--- config.mk ---
export PLATFORM = sky130hd
export DESIGN_NAME = seg_display_arbiter
export DESIGN_NICKNAME = d
export VERILOG_FILES = /design/src/rtl/seg_disp_pkg.sv /design/src/rtl/seg_display_arbiter_rr_pick.sv /design/src/rtl/seg_display_arbiter.sv
export SDC_FILE = /design/constraint.sdc
export NUM_CORES = 1
export LEC_CHECK = 0
export ABC_AREA = 1
export CORE_UTILIZATION = 45
export DETAILED_ROUTE_END_ITERATION = 8
export PLACE_DENSITY = 0.77
export SYNTH_ARGS = -nofsm -noshare
export SYNTH_HDL_FRONTEND = slang
export SYNTH_HIERARCHICAL = 1
export SYNTH_SLANG_ARGS = --single-unit
--- constraint.sdc ---
create_clock -name clock -period 2.21 [get_ports clock]
set_clock_uncertainty 0.05 [all_clocks]
set_input_delay 0.3315 -clock clock [delete_from_list [all_inputs] [get_ports clock]]
set_output_delay 0.3315 -clock clock [all_outputs]
set_load 0.005 [all_outputs]
--- src/rtl/seg_disp_pkg.sv ---
// Shared types and constants for the seven-segment display arbiter.
package seg_disp_pkg;

   typedef enum logic [1:0] {
      IDLE  = 2'd0,
      HOLD  = 2'd1,
      FORCE = 2'd2
   } state_t;

   localparam int DIGIT_W = 4;
   localparam int DIGITS  = 4;

endpackage

--- src/rtl/seg_display_arbiter_rr_pick.sv ---
// Combinational round-robin picker: first set request at or after start,
// wrapping around, returned one-hot.
module rr_pick #(
   parameter int NUM_REQ = 4,
   parameter int SEL_W   = 2
) (
   input  logic [NUM_REQ-1:0] req,
   input  logic [SEL_W-1:0]   start,
   output logic [NUM_REQ-1:0] pick,
   output logic               found
);

   logic [2*NUM_REQ-1:0] req_dbl;
   logic [2*NUM_REQ-1:0] pick_dbl;
   logic [NUM_REQ-1:0]   rot;
   logic [NUM_REQ-1:0]   rot_pick;

   // Rotate so start lands on bit 0, isolate the lowest set bit, rotate back.
   assign req_dbl  = {req, req} >> start;
   assign rot      = req_dbl[NUM_REQ-1:0];
   assign rot_pick = rot & (-rot);
   assign pick_dbl = {rot_pick, rot_pick} << start;
   assign pick     = pick_dbl[2*NUM_REQ-1:NUM_REQ];
   assign found    = |rot;

endmodule

--- src/rtl/seg_display_arbiter.sv ---
// Time-shares one 4-digit hex display among NUM_REQ sources: round-robin with
// a minimum dwell per grant, a lock that freezes rotation and a force override.
module seg_display_arbiter
   import seg_disp_pkg::*;
#(
   parameter int NUM_REQ      = 4,
   parameter int DWELL_CYCLES = 100_000_000,
   parameter int CNT_W        = 27,
   parameter int SEL_W        = 2
) (
   input  logic                                clock,
   input  logic                                reset,
   input  logic [NUM_REQ-1:0]                  req,
   input  logic [DIGIT_W*DIGITS*NUM_REQ-1:0]   data,
   input  logic                                lock,
   input  logic                                force_en,
   input  logic [SEL_W-1:0]                    force_sel,
   output logic [NUM_REQ-1:0]                  grant,
   output logic [DIGIT_W-1:0]                  hex0,
   output logic [DIGIT_W-1:0]                  hex1,
   output logic [DIGIT_W-1:0]                  hex2,
   output logic [DIGIT_W-1:0]                  hex3,
   output logic                                valid,
   output logic                                switch_pulse
);

   // state | meaning
   // IDLE  | no requester granted, display blank
   // HOLD  | owner granted, dwell counter running (frozen while lock=1)
   // FORCE | force_sel pinned to the display, counter frozen

   localparam int                 WORD_W   = DIGIT_W * DIGITS;
   localparam logic [SEL_W-1:0]   LAST_IDX = SEL_W'(NUM_REQ - 1);
   localparam logic [CNT_W-1:0]   CNT_LOAD = CNT_W'(DWELL_CYCLES - 1);

   function automatic logic [SEL_W-1:0] inc_idx(input logic [SEL_W-1:0] i);
      return (i == LAST_IDX) ? '0 : i + SEL_W'(1);
   endfunction

   state_t              state, nxt_state;
   logic [NUM_REQ-1:0]  nxt_grant;
   logic [NUM_REQ-1:0]  pick;
   logic                found;
   logic [SEL_W-1:0]    owner, nxt_owner;
   logic [SEL_W-1:0]    rr_ptr, nxt_ptr;
   logic [SEL_W-1:0]    pick_idx;
   logic [CNT_W-1:0]    cnt, nxt_cnt;
   logic                force_ok;
   logic                rearb;
   logic [WORD_W-1:0]   nxt_data;

   assign force_ok = force_en && (int'(force_sel) < NUM_REQ);

   // rr_ptr always equals owner+1 while holding, so one picker start serves
   // idle arbitration, dwell expiry, owner drop and force release alike.
   rr_pick #(
      .NUM_REQ (NUM_REQ),
      .SEL_W   (SEL_W)
   ) u_rr_pick (
      .req   (req),
      .start (rr_ptr),
      .pick  (pick),
      .found (found)
   );

   always_comb begin
      pick_idx = '0;
      for (int i = 0; i < NUM_REQ; i++) begin
         if (pick[i]) pick_idx = SEL_W'(i);
      end
   end

   always_comb begin
      nxt_state = state;
      nxt_grant = grant;
      nxt_owner = owner;
      nxt_cnt   = cnt;
      nxt_ptr   = rr_ptr;
      rearb     = 1'b0;
      if (force_ok) begin
         nxt_state = FORCE;
         nxt_owner = force_sel;
         nxt_ptr   = inc_idx(force_sel);
         for (int i = 0; i < NUM_REQ; i++) begin
            nxt_grant[i] = (force_sel == SEL_W'(i));
         end
      end else begin
         case (state)
            HOLD: begin
               if (!req[owner] || (cnt == '0 && !lock)) rearb = 1'b1;
               else if (!lock) nxt_cnt = cnt - CNT_W'(1);
            end
            default: rearb = 1'b1;
         endcase
         if (rearb) begin
            if (found) begin
               nxt_state = HOLD;
               nxt_grant = pick;
               nxt_owner = pick_idx;
               nxt_cnt   = CNT_LOAD;
               nxt_ptr   = inc_idx(pick_idx);
            end else begin
               nxt_state = IDLE;
               nxt_grant = '0;
            end
         end
      end
   end

   always_comb begin
      nxt_data = '0;
      for (int i = 0; i < NUM_REQ; i++) begin
         if (nxt_grant[i]) nxt_data = data[WORD_W*i +: WORD_W];
      end
   end

   always_ff @(posedge clock) begin
      if (reset) begin
         state        <= IDLE;
         grant        <= '0;
         owner        <= '0;
         cnt          <= '0;
         rr_ptr       <= '0;
         valid        <= 1'b0;
         switch_pulse <= 1'b0;
         hex0         <= '0;
         hex1         <= '0;
         hex2         <= '0;
         hex3         <= '0;
      end else begin
         state        <= nxt_state;
         grant        <= nxt_grant;
         owner        <= nxt_owner;
         cnt          <= nxt_cnt;
         rr_ptr       <= nxt_ptr;
         valid        <= |nxt_grant;
         switch_pulse <= (nxt_grant != grant);
         hex0         <= nxt_data[DIGIT_W-1:0];
         hex1         <= nxt_data[2*DIGIT_W-1:DIGIT_W];
         hex2         <= nxt_data[3*DIGIT_W-1:2*DIGIT_W];
         hex3         <= nxt_data[4*DIGIT_W-1:3*DIGIT_W];
      end
   end

endmodule

# [Yosys cells after proc, flatten, opt, wreduce, memory -nomap -nowiden]
# Cells that the tools add are included.
[totals] reg_bits=55 word_cells=69
[op_classes] shifts=2 bitwise_logic=1 n_eq_ne=6 magnitude_cmp=1 mux=31 add_sub_neg=4 n_reduce_logical=12
[ops] cell="27-bit 2-to-1 mux" n=5
[ops] cell="16-bit 2-to-1 mux" n=4
[ops] cell="27-bit zero test" n=1
[ops] cell="27-bit by 1-bit subtractor with 27-bit output (second input constant)" n=1
[ops] cell="2-bit 2-to-1 mux" n=12
[ops] cell="4-bit 2-to-1 mux" n=3
[ops] cell="4-bit OR reduction" n=2
[ops] cell="8-bit by 2-bit << shifter with 8-bit output" n=1
[ops] cell="8-bit by 2-bit >> shifter with 4-bit output" n=1
[ops] cell="2-bit equality test (second input constant)" n=3
[ops] cell="1-bit 2-to-1 mux" n=6
[ops] cell="2-bit by 1-bit adder with 2-bit output (second input constant)" n=2
[ops] cell="4-bit bitwise AND" n=1
[ops] cell="2-bit by 1-bit equality test with 1-bit output (second input constant)" n=2
[ops] cell="4-bit inequality test" n=1
[ops] cell="4-bit negation" n=1
[ops] cell="2-bit nonzero test" n=2
[ops] cell="2-bit by 3-bit < comparator with 1-bit output (second input constant)" n=1
[ops] cell="1-bit binary-select mux with 2-bit select" n=1
[ops] cell="1-bit zero test" n=2
[ops] cell="2-bit zero test" n=1
[ops] cell="2-bit AND reduction" n=1
[ops] cell="2-bit OR reduction" n=1
[ops] cell="1-bit logical AND" n=1
[ops] cell="1-bit logical OR" n=1

# [Logic depth before layout (Yosys ltp)]
[depth] depth_word=13 depth_mapped=22 ltp_nobuf=20

# [Hierarchy]
# Netlist, hierarchy kept.
[by_module_without_submodules] mod="seg_display_arbiter" seq_area_each_um2=1101.1 area_per_inst_um2=3497.1 n_inst=1 cells_each=527
[by_module_without_submodules] mod="rr_pick" seq_area_each_um2=0.0 area_per_inst_um2=302.8 n_inst=1 cells_each=54

# [Worst setup path after synthesis]
# OpenSTA, ideal clock, no wires.
[synth_timing] path_type="reg2reg" start="register rr_ptr[0]" end="register hex0[0]" path_stages_with_launch=19 required_time_ns=2.048 path_buffers=3 setup_ns=0.112 t_arrival_ns=1.937 path_slack_ns=0.111 cell_sequence="dfxtp_1 -> buf_6 -> inv_6 -> nand2_2 -> nand3_2 -> nand2_4 -> inv_2 -> nor3_1 -> nand3_1 -> nand2_1 -> inv_1 -> nand3_2 -> nand3_4 -> buf_6 -> buf_8 -> a21oi_2 -> nand2_1 -> nand2_1 -> nand2_1"
[synth_rtl] element="start, declared" line="seg_display_arbiter.sv:45" source="logic [SEL_W-1:0] rr_ptr, nxt_ptr;"
[synth_rtl] element="start signal, assigned" line="seg_display_arbiter.sv:135" source="rr_ptr <= nxt_ptr;"
[synth_rtl] element="8-bit by 2-bit >> shifter with 4-bit output (*)" line="seg_display_arbiter_rr_pick.sv:19" source="assign req_dbl = {req, req} >> start;"
[synth_rtl] element="4-bit OR reduction (*)" line="seg_display_arbiter_rr_pick.sv:24" source="assign found = |rot;"
[synth_rtl] element="via found" line="seg_display_arbiter.sv:43" source="logic found;"
[synth_rtl] element="4-bit 2-to-1 mux (*)" line="seg_display_arbiter.sv:96" source="if (found) begin"
[synth_rtl] element="4-bit 2-to-1 mux (*)" line="seg_display_arbiter.sv:95" source="if (rearb) begin"
[synth_rtl] element="4-bit 2-to-1 mux (*)" line="seg_display_arbiter.sv:80" source="if (force_ok) begin"
[synth_rtl] element="16-bit 2-to-1 mux (3 in series)" line="seg_display_arbiter.sv:113" source="if (nxt_grant[i]) nxt_data = data[WORD_W*i +: WORD_W];"
[synth_rtl] element="16-bit 2-to-1 mux (*)" line="seg_display_arbiter.sv:113"
[synth_rtl] element="end signal, assigned" line="seg_display_arbiter.sv:138" source="hex0 <= nxt_data[DIGIT_W-1:0];"
[synth_rtl] element="end, declared" line="seg_display_arbiter.sv:19" source="output logic [DIGIT_W-1:0] hex0,"
# Mark *: on every way through the listed nets, which the timed path passes. The rest lies on a longest branch.
# A chain may end at the register's enable or synchronous reset.

# [Worst setup path in the final report]
[layout_timing] start="register rr_ptr[0]" end="register hex2[3]"
[layout_rtl] element="8-bit by 2-bit >> shifter with 4-bit output" line="seg_display_arbiter_rr_pick.sv:19"
[layout_rtl] element="4-bit negation" line="seg_display_arbiter_rr_pick.sv:21" source="assign rot_pick = rot & (-rot);"
[layout_rtl] element="4-bit bitwise AND" line="seg_display_arbiter_rr_pick.sv:21"
[layout_rtl] element="8-bit by 2-bit << shifter with 8-bit output (*)" line="seg_display_arbiter_rr_pick.sv:22" source="assign pick_dbl = {rot_pick, rot_pick} << start;"
[layout_rtl] element="via pick[1]" line="seg_display_arbiter.sv:42" source="logic [NUM_REQ-1:0] pick;"
[layout_rtl] element="4-bit 2-to-1 mux (*)" line="seg_display_arbiter.sv:96"
[layout_rtl] element="4-bit 2-to-1 mux (*)" line="seg_display_arbiter.sv:95"
[layout_rtl] element="4-bit 2-to-1 mux (*)" line="seg_display_arbiter.sv:80"
[layout_rtl] element="16-bit 2-to-1 mux (*) (3 in series)" line="seg_display_arbiter.sv:113"
[layout_rtl] element="end signal, assigned" line="seg_display_arbiter.sv:140" source="hex2 <= nxt_data[3*DIGIT_W-1:2*DIGIT_W];"
[layout_rtl] element="end, declared" line="seg_display_arbiter.sv:21" source="output logic [DIGIT_W-1:0] hex2,"
# Marked as above.

==> results.json <==
{
  "status": "finished, violations left",
  "violations": "negative setup slack",
  "timing_worst_slew_pin_value_ps": 381,
  "power.switching_fraction_pct": 39.3,
  "tritoncts_num_sinks": 55,
  "first_global_vias": 3964,
  "finalWorstPathRequiredPeriod_ps": 2360,
  "sequential_power_share_pct": 31.4,
  "drive_gt1_share_pct": 27.4,
  "layout-area-overhead-vs-synth_pct": 50.8,
  "setup_viol_count_final": 23,
  "final-max-slew-violation-count": 0,
  "buffer_ports.inserted": 95,
  "grt_overflow_total": 0,
  "syn-num-nets": 660,
  "setup.worst_path.start_class": "flip-flop",
  "cellInternalPower_mw": 2.43,
  "netSwitchingPower_mw": 1.58,
  "clkSlewWorstSetupHoldPaths_ps": 110,
  "synthDominantAreaCellType": "sky130_fd_sc_hd__dfxtp_1",
  "final-hold-violation-count": 0,
  "detailed_place.area_mm2": 0.00529,
  "worst_slack_ps": -154,
  "cts_hold_repair.buffers": 0,
  "pin_count_of_the_biggest_net_entering_global_routing": 18,
  "ys_seq_elements": 55,
  "antenna_diode_count": 0,
  "cellPowerDensity_mw_per_mm2": 699,
  "detail_route.first_pass.iterations": 6,
  "number_of_buffers_added_by_the_clock_tree_synthesis_step": 5,
  "die_area_mm2": 0.00882,
  "synth.distinct_cells": 43,
  "die_y_um": 93.9,
  "core_mm2": 0.00818,
  "route.final.wire_length_mm": 11.8,
  "cts_htree_levels": 2,
  "fin_nets": 816,
  "clock_insertion_delay_worst_skew_ps": 310,
  "synth-warning-count": 6,
  "synth.area.top_cells": "sky130_fd_sc_hd__dfxtp_1, sky130_fd_sc_hd__nand2_1, sky130_fd_sc_hd__inv_1, sky130_fd_sc_hd__nor2_1, sky130_fd_sc_hd__nand2_2",
  "max_clock_freq_mhz": 423,
  "fp.dieW_um": 93.9,
  "cp.arrival_ps": 2580,
  "antenna_violations_before_repair": 0,
  "drc_errors": 0,
  "dp_hpwl_mm": 8.54,
  "worst_ir_drop_vdd_mv": 0.488,
  "gp_congestion": 0.873,
  "synth_sequential_area_ratio_pct": 29.0,
  "grt.total_usage_pct": 25.7,
  "comb_power_share_pct": 55.1,
  "setup.worst_path.class": "flip-flop to flip-flop",
  "fin_area_mm2": 0.00573,
  "rsz0062_at_grt": "true",
  "cp_data_required_time_ps": 2420,
  "final_util_pct": 70.1,
  "tritoncts_clock_tree": "yes",
  "final_antenna_net_count": 0,
  "timing.critical_path.to_type": "flip-flop",
  "clk_root_buffer_cell": "sky130_fd_sc_hd__clkbuf_8",
  "worstHoldPathType": "flip-flop to flip-flop",
  "maxSlewHeadroom_pct": 74.5,
  "path_max_fanout": 6,
  "leakage_power_nw": 2.78,
  "drtIter0Drc": 185,
  "period_share_pct": 107,
  "clockPowerShare_pct": 13.5,
  "synth_area_per_inst_um2": 6.54,
  "num_rows": 33,
  "clk_path_buf_depth": 2,
  "detail_route.vias_per_cell": 5.04,
  "grt_pass1_wl_mm": 18.1,
  "synth.top_cell.area_share_pct": 29.0,
  "report.power.total_mw": 4.01,
  "max_cap_violations": 0,
  "post_synth_inst_count": 581,
  "vias": 4236,
  "final_hold_slack_ps": 467,
  "boundary_pins": 96,
  "fill_cells": 639,
  "wl_per_cell_um": 14.1,
  "tns_ps": -2000,
  "netlist_area_mm2": 0.00380,
  "initial_core_util_pct": 46.5
}
power groups by stage:
stage	Combinational [mW]	Sequential (mW)	Clock, mW
3_5_place_dp	1.84	1.27	0
2_1_floorplan	1.09	1.25	0
3_3_place_gp	1.80	1.26	0
6_report	2.21	1.26	0.543
5_1_grt	2.41	1.27	0.587
4_1_cts	1.95	1.25	0.555
worst max-delay path: stages, from the launching register on:
cell and delay, ps:
sky130_fd_sc_hd__dfxtp_4 440, sky130_fd_sc_hd__inv_8 60, sky130_fd_sc_hd__nand2_4 70, sky130_fd_sc_hd__nand3_1 70, sky130_fd_sc_hd__nand2_1 110, sky130_fd_sc_hd__inv_2 70
sky130_fd_sc_hd__nand3_2 90, sky130_fd_sc_hd__nand2_1 80, sky130_fd_sc_hd__nand3_1 100, sky130_fd_sc_hd__nand2_2 80, sky130_fd_sc_hd__nand2_1 80, sky130_fd_sc_hd__inv_1 70
sky130_fd_sc_hd__nand3_2 110, sky130_fd_sc_hd__nand3_4 190, sky130_fd_sc_hd__nor2_8 240, sky130_fd_sc_hd__clkbuf_16 190, sky130_fd_sc_hd__nand2_4 50, sky130_fd_sc_hd__nand2_2 50
sky130_fd_sc_hd__nand2_1 40, sky130_fd_sc_hd__nand2_1 50
synth_stat cells, drive strengths merged:
cell type,count
nor4,3
nand2,194
nand4,13
xnor2,1
or2,4
o21ai,32
o31ai,2
a211oi,1
o21a,1
xor2,10
nor2,62
o22ai,1
ha,5
nand3,38
clkbuf,5
dfxtp,55
a21oi,30
inv,92
o211ai,5
buf,10
a31oi,3
clkinv,1
o221ai,1
nor3,12
cells in the final DEF, fill, tap and decap left out, types with 17 or more instances in the layout:
cell type / instances
sky130_fd_sc_hd__inv_1: 72
sky130_fd_sc_hd__dfxtp_1: 52
sky130_fd_sc_hd__clkdlybuf4s50_1: 91
sky130_fd_sc_hd__nor2_1: 47
sky130_fd_sc_hd__nand2_2: 34
sky130_fd_sc_hd__nand3_1: 25
sky130_fd_sc_hd__buf_4: 50
sky130_fd_sc_hd__a21oi_1: 17
sky130_fd_sc_hd__nand2_1: 145
sky130_fd_sc_hd__o21ai_1: 18
per-layer routing:
metal / vias to the layer above / share of wire, % / global-route usage, %
met5: - / 0 / 0
met4: 0 / 2.2 / 8.97
met3: 26 / 3.7 / 2.43
met2: 107 / 50 / 44.6
met1: 1960 / 44 / 32.9
li1: 2143 / - / -
what timing repair did:
action | CTS | global route
cloned | 2 | 1
gates resized for setup | 21 | 55
buffers inserted | 3 | 5
endpoints found under the setup margin | 32 | 51
pin swaps | 8 | 24
path summary, 6_finish.rpt:
path	end	from	cells after the start	slack, ps
max	hex2[3]$_SDFF_PP0_	rr_ptr[0]$_SDFFE_PP0P_	19	-150
min	cnt[26]$_SDFFE_PP0N_	cnt[26]$_SDFFE_PP0N_	2	470
max reg2reg	hex2[3]$_SDFF_PP0_	rr_ptr[0]$_SDFFE_PP0P_	19	-150
min reg2reg	cnt[26]$_SDFFE_PP0N_	cnt[26]$_SDFFE_PP0N_	2	470
registers in the layout (all words and copies together) (netlist names):
register,flops
hex3,4
owner,2
hex1,4
hex0,4
switch_pulse,1
hex2,4
state,2
grant,4
cnt,27
rr_ptr,2
valid,1
cells by family after synthesis:
| logic type | count (synthesis) | synth area share [%] |
|---|---|---|
| flops | 55 | 29.0 |
| fa+ha+maj | 5 | 1.65 |
| xor+xnor | 11 | 2.54 |
| buf+inv | 108 | 12.8 |
| simple gates | 326 | 42.0 |
| compound gates | 76 | 12.0 |
area by class of cell:
class / instances / area, um^2 / area share [%]
Timing Repair Buffer: 163 / 1630 / 28.5
Tap cell: 105 / 131 / 2.29
Inverter: 93 / 364 / 6.36
Multi-Input combinational cell: 419 / 2420 / 42.3
Sequential cell: 55 / 1110 / 19.3
Clock buffer: 6 / 72.6 / 1.27
stage by stage:
stage / worst slack, ps / cells
2_1_floorplan: 111 / 581
3_3_place_gp: -353 / 824
3_5_place_dp: -448 / 824
4_1_cts: -0.933 / 835
5_1_grt: -245 / 841
6_report: -154 / 841
Note: power is estimated with default switching activity, not from simulation.
==> RTL change 1: new RTL, same flow settings <==
`DWELL_CYCLES`: 100_000_000 -> 50_000_000.
--- a/src/rtl/seg_display_arbiter.sv
+++ b/src/rtl/seg_display_arbiter.sv
@@ -5,5 +5,5 @@
 #(
    parameter int NUM_REQ      = 4,
-   parameter int DWELL_CYCLES = 100_000_000,
+   parameter int DWELL_CYCLES = 50_000_000,
    parameter int CNT_W        = 27,
    parameter int SEL_W        = 2
Function: no difference found for any inputs over 10 cycles, from zero or initial values and one cycle with reset high; that may be too few to reach the edited logic, so the function may still have changed.
==> RTL change 1 against the unedited design <==
- the run still ends with negative setup slack left
- non-clock buffer count decreased by 3
- clock power increased by 48%
- synthesized area decreased by 7.1%
- routed wire length decreased by 2.1%
- sequential cell count unchanged
- combinational power decreased by 18%
- worst setup slack improved by 0.12 ns
- total power decreased by 3.3%
- via count decreased by 2.1%
- critical path depth decreased by 1
- cell area decreased by 6.2%
- critical endpoint is now switch_pulse$_SDFF_PP0_
- largest cell class unchanged
- highest routed layer unchanged
==> RTL change 1: results (changes against the unedited design) <==
Run status
  – Status: complete, but fails checks
  – Failing checks: negative setup slack

Routing
  – Met2 Routed Length: 5930 um (-0.47%)
  – WL final: 11600 um (-2.1%)
  – Wirelength per Cell: 14.2 um (+1.3%)
  – Iter 0 DRT Violations: 214 (+16%)
  – Vias/cell: 5.10 (+1.2%)
  – Routed wl met3: 555 um (+26%)
  – DRT met1 WL: 4830 um (-6.4%)
  – Drt pass-1 iters: 5 (-1)

Finish
  – Fillers: 572 (-10%)
  – Net count, final: 792 (-2.9%)
  – Share of cells above drive strength 1: 21.8% (-5.6 points)

Power and ir drop
  – Worst VDD drop: 0.322 mV (-34%)
  – P_leak: 2.62 nW (-5.7%)
  – P_int: 2.47 mW (+1.6%)
  – Part of the power in registers: 32.3% (+0.9 points)
  – Comb power frac: 46.9% (-8.2 points)

Yosys
  – Seq/Total Area, Yosys: 31.2% (+2.2 points)
  – Post-synthesis cell count: 560 (-3.6%)
  – EDFF count, synth: 0 (unchanged)
  – Syn_nets: 639 (-3.2%)
  – Distinct cells, synth: 41 (-4.7%)
  – Synth area leaders: dfxtp_1 (31%), nand2_1 (19%), inv_1 (7.8%)
  – Commonest cells in the netlist: nand2_1 (177), inv_1 (73), dfxtp_1 (55)

Global route
  – First-pass GRT wire length: 17700 um (-1.9%)
  – Tot GR Track Use: 26.6% (+0.97 points)
  – Vias in the first global route: 3846 (-3.0%)
  – M2 GR Usage: 45.7% (+1.1 points)
  – Global routing met1 resource utilization: 33.6% (+0.70 points)
  – Pin count of the biggest net entering global routing: 35 (+17)

Hold path
  – Hold path depth: 2 (unchanged)
  – HP Class: register to register

Worst setup path
  – Max stage delay on crit path: 0.40 ns (-0.04 ns)
  – RR Startpoint: rr_ptr[0]$_SDFFE_PP0P_
  – WP data arrival: 2.45 ns (-0.13 ns)
  – Cell family with most CP delay: simple AND/OR/NAND/NOR gates
  – Reg2reg path depth: 18 (-1)
  – R2R Path End: switch_pulse$_SDFF_PP0_

Timing
  – Final Setup Violations: 1 (-96%)
  – Worst Slack Setup Final: -0.0334 ns (+0.121 ns)
  – Least-Margin Pin Slew: 0.427 ns (+0.0456 ns)
  – Hold_ws: 0.395 ns (-0.0718 ns)

Clock tree
  – Reg clk slew, reported paths: 0.11 ns (about the same)
  – Worst skew pair latency: 0.32 ns
  – Setup bufs post-CTS: 5 (+2)
  – Post_cts resized: 3 (-86%)

Placed design
  – DP Wirelength: 8340 um (-2.3%)
  – Pre-CTS setup slack: -0.487 ns (-0.0391 ns)
  – Placed cell count: 796 (-3.4%)
-- RTL change 1: how the worst max path moves through the flow --
stage                              endpoint  slack [ns]  cells past startpoint
floorplan                hex1[0]$_SDFF_PP0_        0.18                     18
global placement         hex3[3]$_SDFF_PP0_       -0.32                     16
detailed placement       hex3[1]$_SDFF_PP0_       -0.49                     19
CTS                      hex3[1]$_SDFF_PP0_       -0.02                     16
global route        switch_pulse$_SDFF_PP0_       -0.15                     18
finish              switch_pulse$_SDFF_PP0_       -0.03                     18
-- RTL change 1: cell type report --
type	count	area (sq um)	area share (%)
multi-input combinational	409	2190	40.7
timing repair buffer	160	1500	27.9
sequential	55	1110	20.6
inverter	82	323	6.01
tap	99	124	2.30
clock buffer	6	72.6	1.35
clock inverter	2	60.1	1.12
-- RTL change 1: worst min-delay path: stages (launching register included) --
cell and delay, ns:
dfxtp_1 0.31, inv_1 0.06, nor2_1 0.04
-- RTL change 1: cell families (layout without fill, tap and decap cells) --
family | after synthesis | after routing | synth area share [%]
AND/OR/NAND/NOR | 314 | 314 | 40.9
buffers and inverters | 96 | 250 | 11.8
AO/OA/AOI/OAI | 83 | 83 | 12.6
flip-flops | 55 | 55 | 31.2
XOR/XNOR | 6 | 6 | 1.49
adder cells (fa/ha/maj) | 5 | 5 | 1.77
multiplexers | 1 | 1 | 0.284
-- RTL change 1: stage by stage --
stage / setup TNS [ns] / power [mW] / area, sq um / util (%)
final: -0.0334 / 3.88 / 5380 / 72.6
after global routing: -1.32 / 4.11 / 5380 / 72.6
after CTS: -0.0189 / 3.69 / 5130 / 69.3
after detailed placement: -15.46 / 2.85 / 4960 / 66.9
after global placement: -10.03 / 2.80 / 4960 / 66.9
after floorplan: 0 / 2.15 / 3530 / -
==> RTL change 2: new RTL, same settings <==
Made on the original files. Re-encode `state_t` (3 states) as one-hot, 3 bits wide.
--- a/src/rtl/seg_disp_pkg.sv
+++ b/src/rtl/seg_disp_pkg.sv
@@ -2,8 +2,8 @@
 package seg_disp_pkg;
 
-   typedef enum logic [1:0] {
-      IDLE  = 2'd0,
-      HOLD  = 2'd1,
-      FORCE = 2'd2
+   typedef enum logic [2:0] {
+      IDLE  = 3'b001,
+      HOLD  = 3'b010,
+      FORCE = 3'b100
    } state_t;
 
Behaviour: no difference found for any inputs over 10 cycles, from zero or initial values and one cycle with reset high; not proved beyond that.
==> RTL change 2 against the unedited design <==
- the run still ends with negative setup slack left
- global-route usage is 1.0 points higher
- total power is 0.50% lower
- die area is 2.8% lower
- clock power is 38% higher
- worst setup slack better by 0.079 ns
- critical path depth stayed put
- sequential cell count is 1 higher
- synthesized area is 2.9% lower
- routed wire length is 7.7% higher
- critical path type unchanged
- highest routed layer unchanged
- cell area is 1.2% lower
==> RTL change 2: results (changes against the unedited design) <==
Run status
  – Status: complete, but fails checks
  – Failing checks: negative setup slack

Power and ir drop
  – Part of the power in registers: 31.9% (+0.5 points)
  – Worst VDD drop: 0.296 mV (-39%)
  – Sw frac: 39.1% (-0.19 points)

Finish
  – Share of cells above drive strength 1: 24.7% (-2.8 points)
  – Multi-input gate area: 0.00256 sq mm (+5.8%)
  – Layout area overhead: 53.3%
  – Net count, final: 811 (-0.61%)
  – Signal buffers: 154 (-5.5%)
  – Fillers: 607 (-5.0%)
  – Comb_multi_in: 449 (+7.2%)
  – Fraction of area in registers: 20.0% (+0.66 points)
  – Buffer share of cell area: 25.7% (-2.8 points)
  – Invs w/o clock: 66 (-29%)

Timing
  – Worst Slack Setup Final: -0.0755 ns (+0.0788 ns)
  – Hold_ws: 0.453 ns (-0.0141 ns)
  – Final Setup Violations: 9 (-61%)
  – Setup TNS Final: -0.247 ns (+1.75 ns)
  – Least-Margin Pin Slew: 0.486 ns (+0.105 ns)

Global route
  – Global routing met1 resource utilization: 33.0% (+0.16 points)
  – M2 GR Usage: 47.4% (+2.8 points)
  – Tot GR Track Use: 26.7% (+1.0 points)
  – Met3 usage: 4.43% (+2.0 points)

Routing
  – Iter 0 DRT Violations: 221 (+19%)
  – Routed vias: 4490 (+6.0%)
  – Drt pass-1 iters: 5 (-1)
  – Wirelength per Cell: 15.3 um (+8.5%)

Yosys
  – Distinct cells, synth: 41 (-4.7%)
  – Synth area leaders: dfxtp_1 (30%), nand2_1 (18%), nor2_1 (8.1%)
  – Synthesized area per cell: 6.31 sq um (-3.6%)
  – Post-Synth Adder-Cell Area: 1.70% (+0.049 points)
  – Syn_nets: 664 (+0.61%)
  – Xor/xnor share of the synthesized area: 3.09% (+0.55 points)
  – Seq/Total Area, Yosys: 30.4% (+1.4 points)

Hold path
  – Hold path endpoint: owner[1]$_SDFFE_PP0P_
  – Hold_sp: owner[1]$_SDFFE_PP0P_

Placed design
  – Pre-CTS setup slack: -0.455 ns (-0.00703 ns)
  – DP Wirelength: 8430 um (-1.2%)
  – Final GP Congestion: 0.922 (+5.6%)

Worst setup path
  – Max stage delay on crit path: 0.40 ns (-0.04 ns)
  – Crit path to: switch_pulse$_SDFF_PP0_
[RTL change 2: cell count changes in the layout (fill, tap and decap cells not counted), sizes merged, moves of 3 or more]
cell / delta
a21oi: +8
buf: -9
nor2: +24
o21ai: -10
inv: -27
nand3: +3
nand4: -6
nand2: +4
a31oi: -3
nand3b: +4
[RTL change 2: worst reg2reg max path, cell delays in order, from the launching register on]
cell and delay [ns]:
dfxtp_4 0.40, inv_8 0.09, nand2_4 0.06, nand3_1 0.10, nand2_2 0.08, inv_2 0.09
nand3_2 0.11, nand2_2 0.10, nand3_1 0.09, nand2_2 0.09, nand2_2 0.05, inv_2 0.05
nand2_2 0.05, nand2_2 0.09, nand2_4 0.09, buf_4 0.16, nand3_1 0.07, nand2_1 0.08
nor2_1 0.13, a21oi_1 0.12
[RTL change 2: metal layers]
| metal | vias up | wire length (um) |
|---|---|---|
| met5 | - | 0 |
| met4 | 0 | 378 |
| met3 | 42 | 759 |
| met2 | 184 | 6380 |
| met1 | 2111 | 5220 |
| li1 | 2153 | - |
